$ cat src/rtl/cfg_txn_sequencer.sv
// Drives one register transaction at a time into a cfg slave, enforces the
// full enable/sack handshake and returns read data or a timeout response.
module cfg_txn_sequencer #(
   parameter int unsigned TIMEOUT_CYCLES = 255
) (
   input  logic        clock,
   input  logic        reset_n,
   input  logic        req_valid,
   output logic        req_ready,
   input  logic        req_write,
   input  logic [7:0]  req_addr,
   input  logic [31:0] req_data,
   output logic        rsp_valid,
   input  logic        rsp_ready,
   output logic [31:0] rsp_data,
   output logic        rsp_timeout,
   output logic [15:0] timeout_count,
   output logic [7:0]  cfg_addr,
   output logic [31:0] cfg_data_mwrite,
   output logic        cfg_mread_en,
   output logic        cfg_mwrite_en,
   input  logic [31:0] cfg_data_mread,
   input  logic        cfg_sack
);

   // state     | meaning
   // S_IDLE    | waiting for a command, req_ready high one cycle after entry
   // S_ISSUE   | one enable high, waiting for sack or wait-timer expiry
   // S_RELEASE | enables low, waiting for the slave to drop sack
   // S_RESPOND | response held on rsp_* until rsp_ready
   typedef enum logic [1:0] {S_IDLE, S_ISSUE, S_RELEASE, S_RESPOND} state_t;

   localparam logic [15:0] WAIT_LAST = 16'(TIMEOUT_CYCLES - 1);

   state_t      state_q, state_d;
   logic        req_ready_q;
   logic        write_q;
   logic        rsp_timeout_q;
   logic [7:0]  addr_q;
   logic [31:0] wdata_q;
   logic [31:0] rsp_data_q;
   logic [15:0] wait_cnt_q;
   logic [15:0] timeout_cnt_q;
   logic        accept;
   logic        sack_hit;
   logic        expire;

   assign accept   = (state_q == S_IDLE) && req_valid && req_ready_q;
   assign sack_hit = (state_q == S_ISSUE) && cfg_sack;
   // Down-counter hits zero at the end of the last allowed ISSUE cycle.
   assign expire   = (state_q == S_ISSUE) && !cfg_sack && (wait_cnt_q == '0);

   always_ff @(posedge clock or negedge reset_n) begin
      if (!reset_n) state_q <= S_IDLE;
      else          state_q <= state_d;
   end

   always_comb begin
      state_d = state_q;
      case (state_q)
         S_IDLE:    if (accept)               state_d = S_ISSUE;
         S_ISSUE:   if (sack_hit || expire)   state_d = S_RELEASE;
         S_RELEASE: if (!cfg_sack)            state_d = S_RESPOND;
         S_RESPOND: if (rsp_ready)            state_d = S_IDLE;
         default:                             state_d = S_IDLE;
      endcase
   end

   always_comb begin
      cfg_mread_en  = 1'b0;
      cfg_mwrite_en = 1'b0;
      rsp_valid     = 1'b0;
      case (state_q)
         S_ISSUE: begin
            cfg_mread_en  = !write_q;
            cfg_mwrite_en = write_q;
         end
         S_RESPOND: rsp_valid = 1'b1;
         default: ;
      endcase
   end

   always_ff @(posedge clock or negedge reset_n) begin
      if (!reset_n) begin
         req_ready_q   <= 1'b0;
         write_q       <= 1'b0;
         addr_q        <= '0;
         wdata_q       <= '0;
         rsp_data_q    <= '0;
         rsp_timeout_q <= 1'b0;
         wait_cnt_q    <= WAIT_LAST;
         timeout_cnt_q <= '0;
      end else begin
         // Ready follows IDLE by one cycle so a returning response never
         // overlaps a new accept.
         req_ready_q <= (state_q == S_IDLE) && !accept;
         if (accept) begin
            write_q <= req_write;
            addr_q  <= req_addr;
            wdata_q <= req_data;
         end
         if (state_q != S_ISSUE)
            wait_cnt_q <= WAIT_LAST;
         else if (!cfg_sack && wait_cnt_q != '0)
            wait_cnt_q <= wait_cnt_q - 16'd1;
         if (sack_hit) begin
            rsp_data_q    <= cfg_data_mread;
            rsp_timeout_q <= 1'b0;
         end else if (expire) begin
            rsp_data_q    <= '0;
            rsp_timeout_q <= 1'b1;
            if (timeout_cnt_q != 16'hFFFF)
               timeout_cnt_q <= timeout_cnt_q + 16'd1;
         end
      end
   end

   assign req_ready       = req_ready_q;
   assign rsp_data        = rsp_data_q;
   assign rsp_timeout     = rsp_timeout_q;
   assign timeout_count   = timeout_cnt_q;
   assign cfg_addr        = addr_q;
   assign cfg_data_mwrite = wdata_q;

endmodule

$ cat config.mk
export PLATFORM = sky130hd
export DESIGN_NAME = cfg_txn_sequencer
export DESIGN_NICKNAME = d
export VERILOG_FILES = /design/src/rtl/cfg_txn_sequencer.sv
export SDC_FILE = /design/constraint.sdc
export NUM_CORES = 1
export LEC_CHECK = 0
export BUFFER_PORTS_ARGS = -buffer_cell sky130_fd_sc_hd__buf_2
export CAP_MARGIN = 5
export CELL_PAD_IN_SITES_DETAIL_PLACEMENT = 0
export CELL_PAD_IN_SITES_GLOBAL_PLACEMENT = 1
export CORE_MARGIN = 1.5
export CORE_UTILIZATION = 38
export DETAILED_ROUTE_END_ITERATION = 8
export GPL_TIMING_DRIVEN = 0
export PLACE_DENSITY_LB_ADDON = 0.1
export SETUP_SLACK_MARGIN = 0.02
export SLEW_MARGIN = 20
export SYNTH_ARGS = -nofsm -noshare
export SYNTH_HDL_FRONTEND = slang
export SYNTH_SLANG_ARGS = --single-unit
$ cat constraint.sdc
create_clock -name clock -period 2.66 [get_ports clock]
set_input_delay 0.133 -clock clock [delete_from_list [all_inputs] [get_ports clock]]
set_output_delay 0.133 -clock clock [all_outputs]
set_load 0.05 [all_outputs]
==> impl_metrics.csv <==
group,metric,value,unit
timing,timing.max_slew.rel_slack,0.5407,
logic_synthesis,synth_nets,427,
logic_synthesis,seq_area_frac_synth,0.5922,
routing,metal_1_wl,4698,um
power,switchingPower,3.606,mW
floorplanning,placeableCoreArea,11910,sq um
clock_tree,h-tree-depth,3,
min_path,worst_hold_path_type,"in -> reg",
placement,preCtsSetupSlack,0.3371,ns
logic_synthesis,synth_area_leaders,"sky130_fd_sc_hd__dfrtp_1 55%, sky130_fd_sc_hd__mux2_2 10%, sky130_fd_sc_hd__a22o_1 6.1%, sky130_fd_sc_hd__dfstp_2 4.0%, sky130_fd_sc_hd__xnor2_1 3.6%",
power,cellLeakagePower,2.980,nW
floorplanning,ioPinCount,171,
placement,gp_congestion,0.7460,
clock_tree,worstSkewPairLatency,0.34,ns
logic_synthesis,synthesis.area_per_instance,13.51,sq um
power,p_comb_frac,0.503,
clock_tree,tritoncts,"built",
logic_synthesis,synthesis.instances,342,
logic_synthesis,synthFlopType,"sky130_fd_sc_hd__dfrtp_1",
timing,fmax,431.3,MHz
routing,detail_route.wl_per_cell,14.99,um
placement,portBuffers,170,
run,maxCapViolations,0,
timing,finalSetupViolCount,0,
logic_synthesis,share_of_the_synthesized_area_in_the_top_cell_type,0.5524,
grt,first_global_vias,3463,
clock_tree,cts.repair.resized,0,
grt,globalRouteTotalUtil,0.1712,
timing,pins_over_slew_limit,0,
grt,antenna_found_initial,0,
grt,grt_pass1_wl,17420,um
timing,rsz_0062_raised_after_global_routing,"false",
routing,post-route-drc-count,0,
routing,dr_wl_met2,4890,um
power,p_total,7.540,mW
floorplanning,rows,40,
worst_setup_path,critPathLaunchType,"register",
routing,firstDrtPassIters,4,
routing,routed_wl,10500,um
routing,routed-wl-met3,643,um
logic_synthesis,synthArstFlopShare,1.000,
power,vdd_ir_drop_max,0.6732,mV
placement,detailed_place_hpwl,7536,um
floorplanning,die_area,12830,sq um
timing,final_min_period_over_clock_period,0.8717,
routing,route.top_layer_used,"met4",
timing,final_hold_violating_endpoints,0,
finish,antenna_cells,0,
routing,avgViaCountPerCell,4.886,
clock_tree,tritoncts_num_sinks,109,
worst_setup_path,crit_arrival,2.54,ns
clock_tree,cts_root_buf,"sky130_fd_sc_hd__clkbuf_16",
power,switching_part_of_the_total_power,0.4783,
grt,grt_overflow,0,
timing,setup_ws,0.3413,ns
grt,grt_start_max_net_pins,78,
timing,timing.final.crit_period,2.319,ns
timing,tightestPinTransition,0.6836,ns
logic_synthesis,synth_edf_count,0,
finish,layout.core_utilization,0.5200,
finish,fillers,1081,
finish,fin_cells,700,
power,power-per-cell-area,1217,nW/um^2
timing,finalSetupTns,0,ns
logic_synthesis,yosys.cell_types.count,44,
routing,drt_iter0_markers,133,
logic_synthesis,post_synth_instance_area,4621,sq um
routing,drtAntennaViolNets,0,
run_status,status,"completed",
clock_tree,cts_made_buffers,9,
floorplanning,die_x,113.3,um
logic_synthesis,netlist.top_cell.by_area,"sky130_fd_sc_hd__dfrtp_1",
worst_setup_path,worst_ep_required_time,2.88,ns
finish,nets,633,
worst_setup_path,classification_of_the_worst_setup_path,"reg -> reg",
logic_synthesis,yosysWarnings,0,
floorplanning,die_y,113.3,um
routing,detailroute.via_count,3420,
worst_setup_path,crit_fanout,10,
clock_tree,cts.path.max_buffers,2,
timing,timing.clock.skew,0.006294,ns
power,internal_power,3.934,mW
floorplanning,start_util,0.3879,
logic_synthesis,synth_seq_cells,109,
placement,dpl.cell_count,660,
worst_setup_path,timing.critical_path.to_type,"register",
power,relative_contribution_of_the_clock_network_to_total_power,0.162,
finish,layout-drive-gt1-share,0.4467,
clock_tree,worst_setup_hold_path_clk_slew,0.07,ns
power,power.sequential.fraction,0.334,
finish,area_growth,34.04,%
==> worst max-delay path, stage by stage, from the launching register on <==
cell	delay (ns)
sky130_fd_sc_hd__dfrtp_1	0.43
sky130_fd_sc_hd__inv_1	0.07
sky130_fd_sc_hd__ha_1	0.23
sky130_fd_sc_hd__nor4b_4	0.34
sky130_fd_sc_hd__nand4_4	0.27
sky130_fd_sc_hd__nor2_1	0.36
sky130_fd_sc_hd__nand4_1	0.16
sky130_fd_sc_hd__mux2_1	0.34
==> final cells by class <==
cell class                 instances  area, sq um  area share
sequential                       109         2736      0.4418
multi-input combinational        212         1793      0.2895
timing repair buffer             195         1125      0.1816
clock buffer                      13        240.2     0.03879
tap                              147        183.9     0.02970
buffer                            15        68.82     0.01111
clock inverter                     3        23.77    0.003838
inverter                           6        22.52    0.003636
==> power by group through the flow <==
| stage | logic, mW | clock network (mW) | registers, mW |
|---|---|---|---|
| after global routing | 4.01 | 1.33 | 2.61 |
| after floorplan | 0.954 | 0 | 4.45 |
| after global placement | 3.76 | 0 | 2.53 |
| after detailed placement | 3.81 | 0 | 2.54 |
| after CTS | 3.83 | 1.27 | 2.52 |
| final | 3.80 | 1.22 | 2.52 |
==> per-layer routing <==
| metal | up-vias | GRT usage |
|---|---|---|
| li1 | 1651 | - |
| met1 | 1630 | 0.2225 |
| met2 | 121 | 0.2747 |
| met3 | 18 | 0.04231 |
| met4 | 0 | 0.07167 |
| met5 | - | 0 |
==> layout by cell type (no fill, tap or decap), types with 3 or more instances in the layout <==
cell type / instances
sky130_fd_sc_hd__buf_2: 173
sky130_fd_sc_hd__a22o_1: 32
sky130_fd_sc_hd__dfrtp_1: 102
sky130_fd_sc_hd__inv_1: 6
sky130_fd_sc_hd__nor4_1: 5
sky130_fd_sc_hd__nand2_1: 22
sky130_fd_sc_hd__nor3_1: 5
sky130_fd_sc_hd__dlygate4sd3_1: 24
sky130_fd_sc_hd__nor2_1: 7
sky130_fd_sc_hd__o21ai_0: 7
sky130_fd_sc_hd__clkbuf_16: 9
sky130_fd_sc_hd__nand3_1: 9
sky130_fd_sc_hd__dfstp_2: 7
sky130_fd_sc_hd__xor2_1: 3
sky130_fd_sc_hd__xnor2_1: 19
sky130_fd_sc_hd__ha_1: 7
sky130_fd_sc_hd__clkbuf_1: 12
sky130_fd_sc_hd__nand4_1: 12
sky130_fd_sc_hd__and2_1: 9
sky130_fd_sc_hd__mux2_2: 42
==> flip-flops by register name (all words and copies together) (netlist names) <==
register and cells:
cfg_addr 8, write_q 1, state_q 2, rsp_timeout 1, rsp_data 32, cfg_data_mwrite 32
timeout_count 16, req_ready 1, wait_cnt_q 16
==> logic make-up (layout without fill, tap and decap cells) <==
family | count (synthesis) | count (layout) | synth area share
AO/OA/AOI/OAI | 50 | 50 | 0.09938
flip-flops | 109 | 109 | 0.5922
AND/OR/NAND/NOR | 87 | 87 | 0.1164
adder cells (fa/ha/maj) | 7 | 7 | 0.01895
multiplexers | 46 | 46 | 0.1116
buffers and inverters | 21 | 232 | 0.01977
XOR/XNOR | 22 | 22 | 0.04170
==> final timing paths <==
kind / depth (start not counted) / to / slack, ns / from
max: 7 / timeout_count[10] / 0.34 / wait_cnt_q[0]
min in group asynchronous: 2 / cfg_addr[7] / 0.24 / reset_n
max in group asynchronous: 3 / wait_cnt_q[7] / 1.70 / reset_n
max reg2reg: 7 / timeout_count[10] / 0.34 / wait_cnt_q[0]
min reg2reg: 1 / rsp_timeout / 0.49 / rsp_timeout
min: 2 / rsp_data[3] / 0.008 / cfg_data_mread[3]
==> cell usage after synthesis, drive strengths merged, types with 7 or more instances <==
cell    number
dfrtp      102
mux2        44
a22o        32
nand2       22
xnor2       19
nand4       13
and2         9
nand3        9
clkbuf       8
nor2         8
buf          7
dfstp        7
ha           7
nor4         7
o21ai        7
==> through the flow <==
stage          area [sq um]  hold slack, ns
2_1_floorplan          4621         -0.1626
3_3_place_gp           5655          0.3481
3_5_place_dp           5689         0.04111
4_1_cts                6193       0.0005108
5_1_grt                6193        0.004884
6_report               6193        0.008023
==> timing repair <==
action | CTS | global route
hold buffers | 24 | 0
buffers inserted | 0 | 0
endpoints found under the hold margin | 55 | 0
Note: power is estimated with default switching activity, not from simulation.
